File: config.mk
export PLATFORM = sky130hd
export DESIGN_NAME = serial_subtractor_ctrl
export DESIGN_NICKNAME = d
export VERILOG_FILES = /design/src/rtl/serial_subtractor_ctrl.sv
export SDC_FILE = /design/constraint.sdc
export NUM_CORES = 1
export LEC_CHECK = 0
export ABC_AREA = 0
export CAP_MARGIN = 10
export CORE_ASPECT_RATIO = 0.8
export CORE_MARGIN = 5
export CORE_UTILIZATION = 47
export DETAILED_ROUTE_END_ITERATION = 10
export PLACE_DENSITY = 0.75
export SLEW_MARGIN = 20
export SYNTH_ARGS = -nofsm -noshare
export SYNTH_HDL_FRONTEND = slang
export SYNTH_HIERARCHICAL = 1
export SYNTH_SLANG_ARGS = --single-unit
export TNS_END_PERCENT = 10
File: constraint.sdc
create_clock -name clk -period 1.55 [get_ports clk]
set_input_delay 0.2325 -clock clk [delete_from_list [all_inputs] [get_ports clk]]
set_output_delay 0.2325 -clock clk [all_outputs]
set_load 0.02 [all_outputs]
File: src/rtl/serial_subtractor_ctrl.sv
// Bit-serial subtractor: computes a - b LSB first through one full-subtractor cell
// built from two half subtractors, sequenced by an IDLE/RUN/DONE controller.

module half_subtractor (
  input  logic x,
  input  logic y,
  output logic d,
  output logic bo
);
  assign d  = x ^ y;
  assign bo = ~x & y;
endmodule

module serial_subtractor_ctrl #(
  parameter int WIDTH = 8
) (
  input  logic             clk,
  input  logic             rst,
  input  logic             start,
  input  logic [WIDTH-1:0] a,
  input  logic [WIDTH-1:0] b,
  output logic             busy,
  output logic             done,
  output logic [WIDTH-1:0] diff,
  output logic             borrow_out
);

  localparam int CW = (WIDTH > 2) ? $clog2(WIDTH) : 1;

  typedef enum logic [1:0] {
    IDLE = 2'd0,
    RUN  = 2'd1,
    DONE = 2'd2
  } state_t;

  state_t           state;
  logic [WIDTH-1:0] sh_a;
  logic [WIDTH-1:0] sh_b;
  logic [WIDTH-1:0] res;
  logic             brw;
  logic [CW-1:0]    cnt;

  logic d1, b1, cell_d, b2, cell_b;

  half_subtractor u_hs0 (.x(sh_a[0]), .y(sh_b[0]), .d(d1),     .bo(b1));
  half_subtractor u_hs1 (.x(d1),      .y(brw),     .d(cell_d), .bo(b2));
  assign cell_b = b1 | b2;

  logic [WIDTH-1:0] res_next;
  assign res_next = {cell_d, res[WIDTH-1:1]};

  // NOTE: state is updated with non-blocking assignments so every register
  // samples the pre-edge values of the others, exactly like the hardware.
  // NOTE: the operand/result shift registers are reset too; they are small
  // flops, not a RAM, and a clean reset keeps the first operation deterministic.
  always_ff @(posedge clk or posedge rst) begin
    if (rst) begin
      state      <= IDLE;
      sh_a       <= '0;
      sh_b       <= '0;
      res        <= '0;
      brw        <= 1'b0;
      cnt        <= '0;
      busy       <= 1'b0;
      done       <= 1'b0;
      diff       <= '0;
      borrow_out <= 1'b0;
    end else begin
      case (state)
        IDLE: begin
          done <= 1'b0;
          if (start) begin
            sh_a  <= a;
            sh_b  <= b;
            res   <= '0;
            brw   <= 1'b0;
            cnt   <= '0;
            busy  <= 1'b1;
            state <= RUN;
          end
        end
        RUN: begin
          sh_a <= sh_a >> 1;
          sh_b <= sh_b >> 1;
          res  <= res_next;
          brw  <= cell_b;
          cnt  <= cnt + CW'(1);
          // Result outputs move only here, so partial shifts never reach diff.
          if (cnt == CW'(WIDTH - 1)) begin
            diff       <= res_next;
            borrow_out <= cell_b;
            busy       <= 1'b0;
            done       <= 1'b1;
            state      <= DONE;
          end
        end
        DONE: begin
          done  <= 1'b0;
          state <= IDLE;
        end
        default: begin
          busy  <= 1'b0;
          done  <= 1'b0;
          state <= IDLE;
        end
      endcase
    end
  end

endmodule
# == Yosys cells after proc, flatten, opt, wreduce, memory -nomap -nowiden ==
# Cells that the tools add are included.
# op_classes
addsub,1
n_mul,0
div_mod_pow,0
n_lt_le_gt_ge,0
eq_ne,5
shifts,0
mux,18
n_bitwise,8
reduce_logical,6
# ops
op,n
case mux 8 bit (2 select lines),3
two-way mux 8 bit,3
case mux 3 bit (2 select lines),1
AND reduction 2 bit,3
two-way mux 1 bit,5
two-way mux 2 bit,2
!= test 2 bit (second input constant),2
case mux 2 bit (2 select lines),1
adder 3 x 1 -> 3 bit (second input constant),1
== test 3 bit (second input constant),1
two-way mux 3 bit,1
inverter 1 bit,3
case mux 1 bit (3 select lines),1
AND reduction 3 bit,1
AND 1 bit,2
== test 2 x 1 -> 1 bit (second input constant),1
== test 2 bit (second input constant),1
logical NOT 2 bit,1
case mux 1 bit (2 select lines),1
nonzero test 2 bit,1
bitwise XOR 1 bit,2
bitwise OR 1 bit,1
# word_totals
reg_bits,41
latchBits,0
mem_bits_rw,0
rom_bits,0
in_bits,19
output_inout_bits,11
wordCells,48
mem_count,0

# == Longest topological paths before layout ==
# Gate-level depths: netlist of the first run.
# logic_depth
word_depth,5
ltp_mapped,7
mapped_depth_nobuf,7

# == Modules after synthesis ==
# Netlist of the first run, hierarchy kept.
# modules_own_cells
module,n_inst,cells_each,area_each_um2,seq_area_each_um2
serial_subtractor_ctrl,1,148,1740.4,1001.0
half_subtractor,2,3,20.0,0.0

# == Least setup slack after synthesis of the first run ==
# No wires, ideal clock.
# synth_path
path_type,register to register
from,register cnt[0]
to,register diff[0]
setup_ns,0.125
t_arrival_ns,1.326
required_time_ns,1.425
setup_slack_ns,0.099
path_stages_with_launch,6
path_buffers,1
synth_period_minus_slack_ns,1.451
cell_sequence,dfrtp_1 -> ha_1 -> ha_1 -> nand3b_2 -> buf_6 -> mux2_4
# synth_via
elab_chain_cells,2
# synth_lines
element,line,source
"start, declared",41,logic [CW-1:0] cnt;
"start signal, assigned",87,cnt <= cnt + CW'(1);
== test 3 bit,89,if (cnt == CW'(WIDTH - 1)) begin
AND reduction 2 bit (no source line),n/a,
"end signal, assigned",90,diff <= res_next;
"end, declared",24,"output logic [WIDTH-1:0] diff,"
# Every way passes these cells.
# A chain may end at the register's enable or synchronous reset.

# == Final worst setup path of the first run ==
# layout_path
from,register diff[4]
to,output port diff[4]
# No word-level cell between the ends.

==> run_summary.xml, run 1 <==
<?xml version="1.0" encoding="UTF-8"?>
<metrics>
  <group name="outcome">
    <metric name="run_status" unit="">complete, no violations</metric>
  </group>
  <group name="drt">
    <metric name="totalWireLength" unit="µm">3640</metric>
    <metric name="drt-wirelength-per-cell" unit="µm">15.5</metric>
    <metric name="drt-vias-per-instance" unit="">5.54</metric>
    <metric name="detail-route-antenna-nets" unit="">0</metric>
    <metric name="detail_route.drc_violations" unit="">0</metric>
    <metric name="dr.pass1.iters" unit="">4</metric>
    <metric name="dr_total_vias" unit="">1301</metric>
    <metric name="violation_count_after_the_first_detailed_route_iteration" unit="">80</metric>
  </group>
  <group name="cells_and_area">
    <metric name="layout_area_growth_over_synthesis" unit="%">27.9</metric>
    <metric name="most-common-layout-cells" unit="">dfrtp_1, clkdlybuf4s50_1</metric>
    <metric name="finish.net_count" unit="">213</metric>
    <metric name="ant_cells" unit="">0</metric>
    <metric name="post_layout_nonfiller_instances" unit="">235</metric>
    <metric name="layout-drive-gt1-share" unit="%">16.2</metric>
    <metric name="mostFrequentLayoutCell" unit="">dfrtp_1</metric>
  </group>
  <group name="sta">
    <metric name="timing.final.max_slew_violations" unit="">0</metric>
    <metric name="fin_crit" unit="ns">1.50</metric>
    <metric name="finClkSkew" unit="ns">0.00857</metric>
    <metric name="timing_worst_slew_pin_value" unit="ns">0.569</metric>
    <metric name="timing.slew.headroom" unit="%">62.1</metric>
    <metric name="hold_violations" unit="">0</metric>
    <metric name="layout_worst_path_cycle_share" unit="%">96.8</metric>
    <metric name="setup_slack" unit="ns">0.0503</metric>
    <metric name="maxClockFrequency" unit="GHz">0.667</metric>
    <metric name="setup_viol_count_final" unit="">0</metric>
    <metric name="grt_setup_unrepaired" unit="">no</metric>
  </group>
  <group name="worst_hold_path">
    <metric name="hold_path_class" unit="">input pin to asynchronous set/reset pin</metric>
  </group>
  <group name="synthesis">
    <metric name="ys_ff_latch" unit="">40</metric>
    <metric name="post_syn_instances" unit="">154</metric>
    <metric name="yosysUniqueCellTypes" unit="">29</metric>
    <metric name="netlist.area_leader.share" unit="%">56.2</metric>
    <metric name="synthesis.area" unit="mm²">0.00178</metric>
    <metric name="synth_seq_area_share" unit="%">56.2</metric>
    <metric name="ys_top_cells_by_area" unit="">dfrtp_1, mux2_4, a22o_1</metric>
    <metric name="synth_top_cell_by_area" unit="">dfrtp_1</metric>
    <metric name="post_synth.cell_area_avg" unit="µm²">11.6</metric>
    <metric name="synthesis.yosys.warnings" unit="">6</metric>
    <metric name="synth.net_count" unit="">177</metric>
  </group>
  <group name="place">
    <metric name="dpl_worst_slack" unit="ns">-0.0799</metric>
    <metric name="gp_congestion" unit="">0.859</metric>
    <metric name="place.port_buffers" unit="">29</metric>
    <metric name="dpl.cell_count" unit="">227</metric>
    <metric name="dp_hpwl" unit="µm">2490</metric>
  </group>
  <group name="worst_setup_path">
    <metric name="critical_path_arrival" unit="ns">1.27</metric>
    <metric name="timing.critical_path.fanout_max" unit="">2</metric>
    <metric name="cp_slowest_cell" unit="">clkdlybuf4s50_1</metric>
    <metric name="cell_family_with_the_largest_share_of_critical_path_delay" unit="">buffers and inverters</metric>
    <metric name="worst-path-buf-inv" unit="">1</metric>
    <metric name="worst-endpoint-required" unit="ns">1.32</metric>
    <metric name="critical_path.cell_chain" unit="">clkdlybuf4s50_1</metric>
    <metric name="timing.critical_path.to_type" unit="">output pin</metric>
    <metric name="criticalPathCategory" unit="">flip-flop to output pin</metric>
    <metric name="reg2reg_slack" unit="ns">0.06</metric>
    <metric name="slowest_delay" unit="ns">0.61</metric>
    <metric name="timing.critical_path.from_type" unit="">flip-flop</metric>
  </group>
  <group name="global_routing">
    <metric name="pin_count_of_the_biggest_net_entering_global_routing" unit="">41</metric>
    <metric name="grt.overflow.total" unit="">0</metric>
    <metric name="grtUsageTotal" unit="%">16.1</metric>
    <metric name="grt_first_pass_wirelength" unit="µm">6440</metric>
    <metric name="via_count_of_the_first_global_routing_pass" unit="">1362</metric>
    <metric name="grt_antenna_before_repair" unit="">0</metric>
  </group>
  <group name="power">
    <metric name="peakVddDrop" unit="V">0.000819</metric>
    <metric name="powerDensity" unit="mW/mm²">1930</metric>
    <metric name="p_leak" unit="nW">1.05</metric>
  </group>
  <group name="floorplanning">
    <metric name="placementRows" unit="">20</metric>
    <metric name="design.portCount" unit="">30</metric>
    <metric name="chipWidth" unit="µm">78.8</metric>
    <metric name="fp.coreArea" unit="mm²">0.00373</metric>
    <metric name="die_y" unit="µm">65.1</metric>
    <metric name="starting_density_of_the_core" unit="%">47.8</metric>
    <metric name="design.die.area" unit="mm²">0.00513</metric>
  </group>
  <group name="cts">
    <metric name="number_of_cts_inserted_buffers" unit="">5</metric>
    <metric name="worst_skew_pair.late_latency" unit="ns">0.29</metric>
    <metric name="cts_buffer_depth" unit="">2</metric>
    <metric name="post-cts-setup-buffers" unit="">0</metric>
    <metric name="clock_sinks" unit="">40</metric>
    <metric name="clk_root_buffer_cell" unit="">clkbuf_8</metric>
    <metric name="clkSlewWorstSetupHoldPaths" unit="ns">0.08</metric>
    <metric name="ctsHtreeMaxLevel" unit="">2</metric>
    <metric name="cts_tree" unit="">built</metric>
  </group>
  <group name="job">
    <metric name="drv.max_cap_violation_count" unit="">0</metric>
  </group>
</metrics>
-- synth_stat cells, drive strengths merged --
library cell and n:
o21ba 1, o22a 3, nand3b 3, o221a 2
o21bai 1, nor2b 5, buf 10, ha 4
inv 11, o21ai 10, o22ai 8, nand2b 2
a221oi 3, dfrtp 40, nor2 9, or3b 1
nand2 6, a22o 9, mux2 8, nor3 6
a21oi 9, nor3b 3
-- layer usage --
| metal | global-route usage (%) | up-vias | routed length (µm) | share of wire [%] |
|---|---|---|---|---|
| met3 | 5.00 | 5 | 253 | 6.9 |
| met2 | 25.4 | 42 | 1690 | 46 |
| met4 | 6.01 | 0 | 51 | 1.4 |
| met5 | 0 | - | 0 | 0 |
| li1 | - | 622 | - | - |
| met1 | 21.0 | 632 | 1640 | 45 |
-- power breakdown --
| group | switching [mW] | internal (mW) |
|---|---|---|
| clock | 0.370 | 0.484 |
| combinational | 0.887 | 0.887 |
| sequential | 0.280 | 1.50 |
| total | 1.54 | 2.87 |
-- cell type report --
cell class / count / area, µm²
clock inverter: 3 / 47.5
timing repair buffer: 39 / 378
multi-input combinational: 93 / 686
sequential: 40 / 1000
fill: 278 / 1450
tap: 44 / 55.1
inverter: 11 / 41.3
clock buffer: 5 / 68.8
-- stage by stage --
step | TNS (ns) | total power [mW] | cell area [µm²] | hold WS (ns) | utilization (%)
floorplan | 0 | 2.97 | 1780 | 0.360 | -
global placement | -0.0678 | 3.47 | 2150 | 0.470 | 57.7
detailed placement | -0.422 | 3.56 | 2150 | 0.484 | 57.7
CTS | 0 | 4.44 | 2280 | 0.285 | 61.1
global route | 0 | 4.73 | 2280 | 0.329 | 61.1
finish | 0 | 4.41 | 2280 | 0.281 | 61.1
-- flip-flops by register name (all words and copies together) (netlist names) --
signal,flops
diff,8
sh_a,8
sh_b,8
res,7
cnt,3
state,2
borrow_out,1
brw,1
busy,1
done,1
-- timing repair --
item / CTS / global route
hold buffers: 0 / 0
setup endpoints to repair: 6 / 0
resized for setup: 1 / 0
-- cell families (layout without fill, tap and decap cells) --
logic type | after synthesis | after routing | share of synthesized area [%]
AOI/OAI and AO/OA | 46 | 46 | 18.0
adders and majority gates | 4 | 4 | 2.81
buffers and inverters | 21 | 58 | 5.76
DFF | 40 | 40 | 56.2
muxes | 8 | 8 | 6.54
and+or+nand+nor | 35 | 35 | 10.7
-- final timing paths --
check                           cells past startpoint                      to                   start
worst max register to register                      4     diff[7]$_DFFE_PP0P_      cnt[0]$_DFFE_PP0P_
worst min-delay path                                3     diff[4]$_DFFE_PP0P_                     rst
worst max-delay path                                1                 diff[4]     diff[4]$_DFFE_PP0P_
worst min register to register                      2  borrow_out$_DFFE_PP0P_  borrow_out$_DFFE_PP0P_
min in group clk                                    3     sh_a[7]$_DFFE_PP0P_                    a[7]
max in group asynchronous                           3     sh_b[1]$_DFFE_PP0P_                     rst
No activity file was read; power rests on OpenSTA's default activity.
==> inputs of run 2 (changes only) <==
--- a/config.mk
+++ b/config.mk
@@ -7,7 +7,6 @@
 export LEC_CHECK = 0
 export ABC_AREA = 0
 export CAP_MARGIN = 10
-export CORE_ASPECT_RATIO = 0.8
 export CORE_MARGIN = 5
 export CORE_UTILIZATION = 47
 export DETAILED_ROUTE_END_ITERATION = 10
==> run 2 against run 1 <==
  * Wire length fell by 5.8%
  * Non-clock buffer count down 1
  * Flip-flop and latch count did not move
  * Total power is 2.7% lower
  * Highest routed layer unchanged
==> run_summary.xml, run 2 (same netlist as run 1, synthesis figures left out) <==
<?xml version="1.0" encoding="UTF-8"?>
<metrics>
  <group name="sta">
    <metric name="fin_crit" unit="ns">1.48</metric>
    <metric name="timing_worst_slew_pin_value" unit="ns">0.573</metric>
    <metric name="maxClockFrequency" unit="GHz">0.676</metric>
    <metric name="layout_worst_path_cycle_share" unit="%">95.4</metric>
    <metric name="timing.final.max_slew_violations" unit="">0</metric>
    <metric name="grt_setup_unrepaired" unit="">yes</metric>
    <metric name="setup_slack" unit="ns">0.0712</metric>
    <metric name="setup_viol_count_final" unit="">0</metric>
    <metric name="hold_violations" unit="">0</metric>
    <metric name="finClkSkew" unit="ns">0.00514</metric>
    <metric name="timing.slew.headroom" unit="%">61.8</metric>
  </group>
  <group name="cells_and_area">
    <metric name="most-common-layout-cells" unit="">dfrtp_1, clkdlybuf4s50_1, inv_1, a21oi_1, a22o_1</metric>
    <metric name="layout-drive-gt1-share" unit="%">15.9</metric>
    <metric name="finish.net_count" unit="">212</metric>
    <metric name="fill_cells" unit="">292</metric>
    <metric name="mostFrequentLayoutCell" unit="">dfrtp_1</metric>
    <metric name="finish.instance_area" unit="mm²">0.00228</metric>
    <metric name="layout_area_growth_over_synthesis" unit="%">28.1</metric>
    <metric name="ant_cells" unit="">0</metric>
    <metric name="layout_top_registers" unit="">diff x8, sh_a x8, sh_b x8</metric>
  </group>
  <group name="worst_setup_path">
    <metric name="critPathLaunch" unit="">diff[0]$_DFFE_PP0P_</metric>
    <metric name="cp_slowest_cell" unit="">clkdlybuf4s50_1</metric>
    <metric name="timing.critical_path.from_type" unit="">flip-flop</metric>
    <metric name="reg2reg_slack" unit="ns">0.08</metric>
    <metric name="regToRegEndpoint" unit="">diff[4]$_DFFE_PP0P_</metric>
    <metric name="timing.critical_path.to_type" unit="">output pin</metric>
    <metric name="worst-endpoint-required" unit="ns">1.32</metric>
    <metric name="worst-path-buf-inv" unit="">1</metric>
    <metric name="criticalPathCategory" unit="">flip-flop to output pin</metric>
    <metric name="critical_path_arrival" unit="ns">1.25</metric>
    <metric name="timing.critical_path.fanout_max" unit="">2</metric>
    <metric name="worstReg2RegStart" unit="">cnt[0]$_DFFE_PP0P_</metric>
    <metric name="critical_path.cell_chain" unit="">clkdlybuf4s50_1</metric>
    <metric name="cp_num_cells" unit="">1</metric>
    <metric name="rr_worst_depth" unit="">5</metric>
    <metric name="slowest_delay" unit="ns">0.61</metric>
    <metric name="cp-endpoint" unit="">diff[0]</metric>
    <metric name="cell_family_with_the_largest_share_of_critical_path_delay" unit="">buffers and inverters</metric>
  </group>
  <group name="power">
    <metric name="power_frac_seq" unit="%">41.3</metric>
    <metric name="power_switching" unit="mW">1.48</metric>
    <metric name="cell_internal_pwr" unit="mW">2.80</metric>
    <metric name="peakVddDrop" unit="V">0.000847</metric>
    <metric name="p_leak" unit="nW">1.04</metric>
    <metric name="swShare" unit="%">34.6</metric>
    <metric name="power_frac_clock" unit="%">17.0</metric>
    <metric name="power.share.combinational" unit="%">41.7</metric>
    <metric name="powerDensity" unit="mW/mm²">1880</metric>
  </group>
  <group name="floorplanning">
    <metric name="starting_density_of_the_core" unit="%">48.6</metric>
    <metric name="design.portCount" unit="">30</metric>
    <metric name="fp.coreArea" unit="mm²">0.00366</metric>
    <metric name="placementRows" unit="">22</metric>
    <metric name="design.die.area" unit="mm²">0.00512</metric>
    <metric name="die_y" unit="µm">71.6</metric>
    <metric name="chipWidth" unit="µm">71.6</metric>
  </group>
  <group name="global_routing">
    <metric name="grtUsageTotal" unit="%">15.0</metric>
    <metric name="grt.overflow.total" unit="">0</metric>
    <metric name="via_count_of_the_first_global_routing_pass" unit="">1322</metric>
    <metric name="grt_antenna_before_repair" unit="">0</metric>
    <metric name="pin_count_of_the_biggest_net_entering_global_routing" unit="">41</metric>
    <metric name="grt_first_pass_wirelength" unit="µm">5940</metric>
  </group>
  <group name="drt">
    <metric name="totalWireLength" unit="µm">3430</metric>
    <metric name="drt-vias-per-instance" unit="">5.35</metric>
    <metric name="dr.pass1.iters" unit="">4</metric>
    <metric name="detail-route-antenna-nets" unit="">0</metric>
    <metric name="dr_total_vias" unit="">1268</metric>
    <metric name="detail_route.drc_violations" unit="">0</metric>
    <metric name="drt-wirelength-per-cell" unit="µm">14.5</metric>
    <metric name="violation_count_after_the_first_detailed_route_iteration" unit="">69</metric>
  </group>
  <group name="cts">
    <metric name="clkSlewWorstSetupHoldPaths" unit="ns">0.07</metric>
    <metric name="number_of_cts_inserted_buffers" unit="">5</metric>
    <metric name="post-cts-setup-buffers" unit="">0</metric>
    <metric name="ctsHtreeMaxLevel" unit="">2</metric>
    <metric name="clock_sinks" unit="">40</metric>
    <metric name="cts_tree" unit="">built</metric>
    <metric name="cts_buffer_depth" unit="">2</metric>
    <metric name="clk_root_buffer_cell" unit="">clkbuf_8</metric>
    <metric name="worst_skew_pair.late_latency" unit="ns">0.29</metric>
  </group>
  <group name="job">
    <metric name="drv.max_cap_violation_count" unit="">0</metric>
  </group>
  <group name="place">
    <metric name="place.port_buffers" unit="">29</metric>
    <metric name="dpl_worst_slack" unit="ns">-0.0996</metric>
    <metric name="gp_congestion" unit="">0.819</metric>
    <metric name="dp_hpwl" unit="µm">2500</metric>
    <metric name="dpl_cell_area" unit="mm²">0.00217</metric>
  </group>
  <group name="outcome">
    <metric name="run_status" unit="">complete, no violations</metric>
  </group>
  <group name="worst_hold_path">
    <metric name="hold_path_class" unit="">input pin to asynchronous set/reset pin</metric>
  </group>
</metrics>
-- run 2: cell count changes in the layout (fill, tap and decap cells not counted), sizes merged --
| cell | before | now |
|---|---|---|
| buf | 10 | 9 |
| bufinv | 1 | 0 |
| clkbuf | 5 | 7 |
| clkinv | 2 | 0 |
-- run 2: area by class of cell --
type                       count  area [µm²]  area share [%]
sequential                    40        1000            43.9
multi-input combinational     93         679            29.8
timing repair buffer          38         403            17.7
clock buffer                   7        96.3            4.22
tap                           48        60.1            2.63
inverter                      11        41.3            1.81
-- run 2: metal layers --
layer  vias to the layer above  part of all wire, %  global-route usage [%]
li1                        614                    -                       -
met1                       614                   43                    17.9
met2                        33                   50                    24.5
met3                         7                  5.0                    5.61
met4                         0                  2.0                    5.85
met5                         -                    0                       0
-- run 2: power groups by stage --
stage	Combinational [mW]	Clock, mW	Sequential, mW
final	1.79	0.728	1.77
after global placement	1.72	0	1.77
after detailed placement	1.79	0	1.79
after floorplan	1.12	0	1.85
after CTS	1.80	0.747	1.77
after global routing	1.99	0.801	1.82
-- run 2: through the flow --
| step | instances | hold slack, ns | TNS (ns) | utilization, % | power [mW] |
|---|---|---|---|---|---|
| floorplan | 154 | 0.360 | 0 | - | 2.97 |
| global placement | 230 | 0.471 | -0.130 | 59.4 | 3.49 |
| detailed placement | 230 | 0.482 | -0.692 | 59.4 | 3.59 |
| CTS | 237 | 0.302 | 0 | 62.0 | 4.32 |
| global route | 237 | 0.330 | -0.00488 | 62.3 | 4.62 |
| finish | 237 | 0.298 | 0 | 62.3 | 4.29 |
-- run 2: repair_timing --
item                                    in CTS  in global routing
endpoints found under the setup margin       0                  8
endpoints found under the hold margin        0                  0
hold buffers                                 0                  0
gates resized for setup                      0                  3
-- run 2: worst min path at each step --
stage                                    from  cells past startpoint                   to  slack [ns]
after CTS                                 rst                      3   res[3]$_DFFE_PP0P_        0.30
after global placement     cnt[0]$_DFFE_PP0P_                      1   cnt[0]$_DFFE_PP0P_        0.47
final                                     rst                      3  diff[2]$_DFFE_PP0P_        0.30
after floorplan                          a[7]                      2  sh_a[7]$_DFFE_PP0P_        0.36
after global routing                      rst                      3  diff[4]$_DFFE_PP0P_        0.33
after detailed placement  diff[7]$_DFFE_PP0P_                      1  diff[7]$_DFFE_PP0P_        0.48
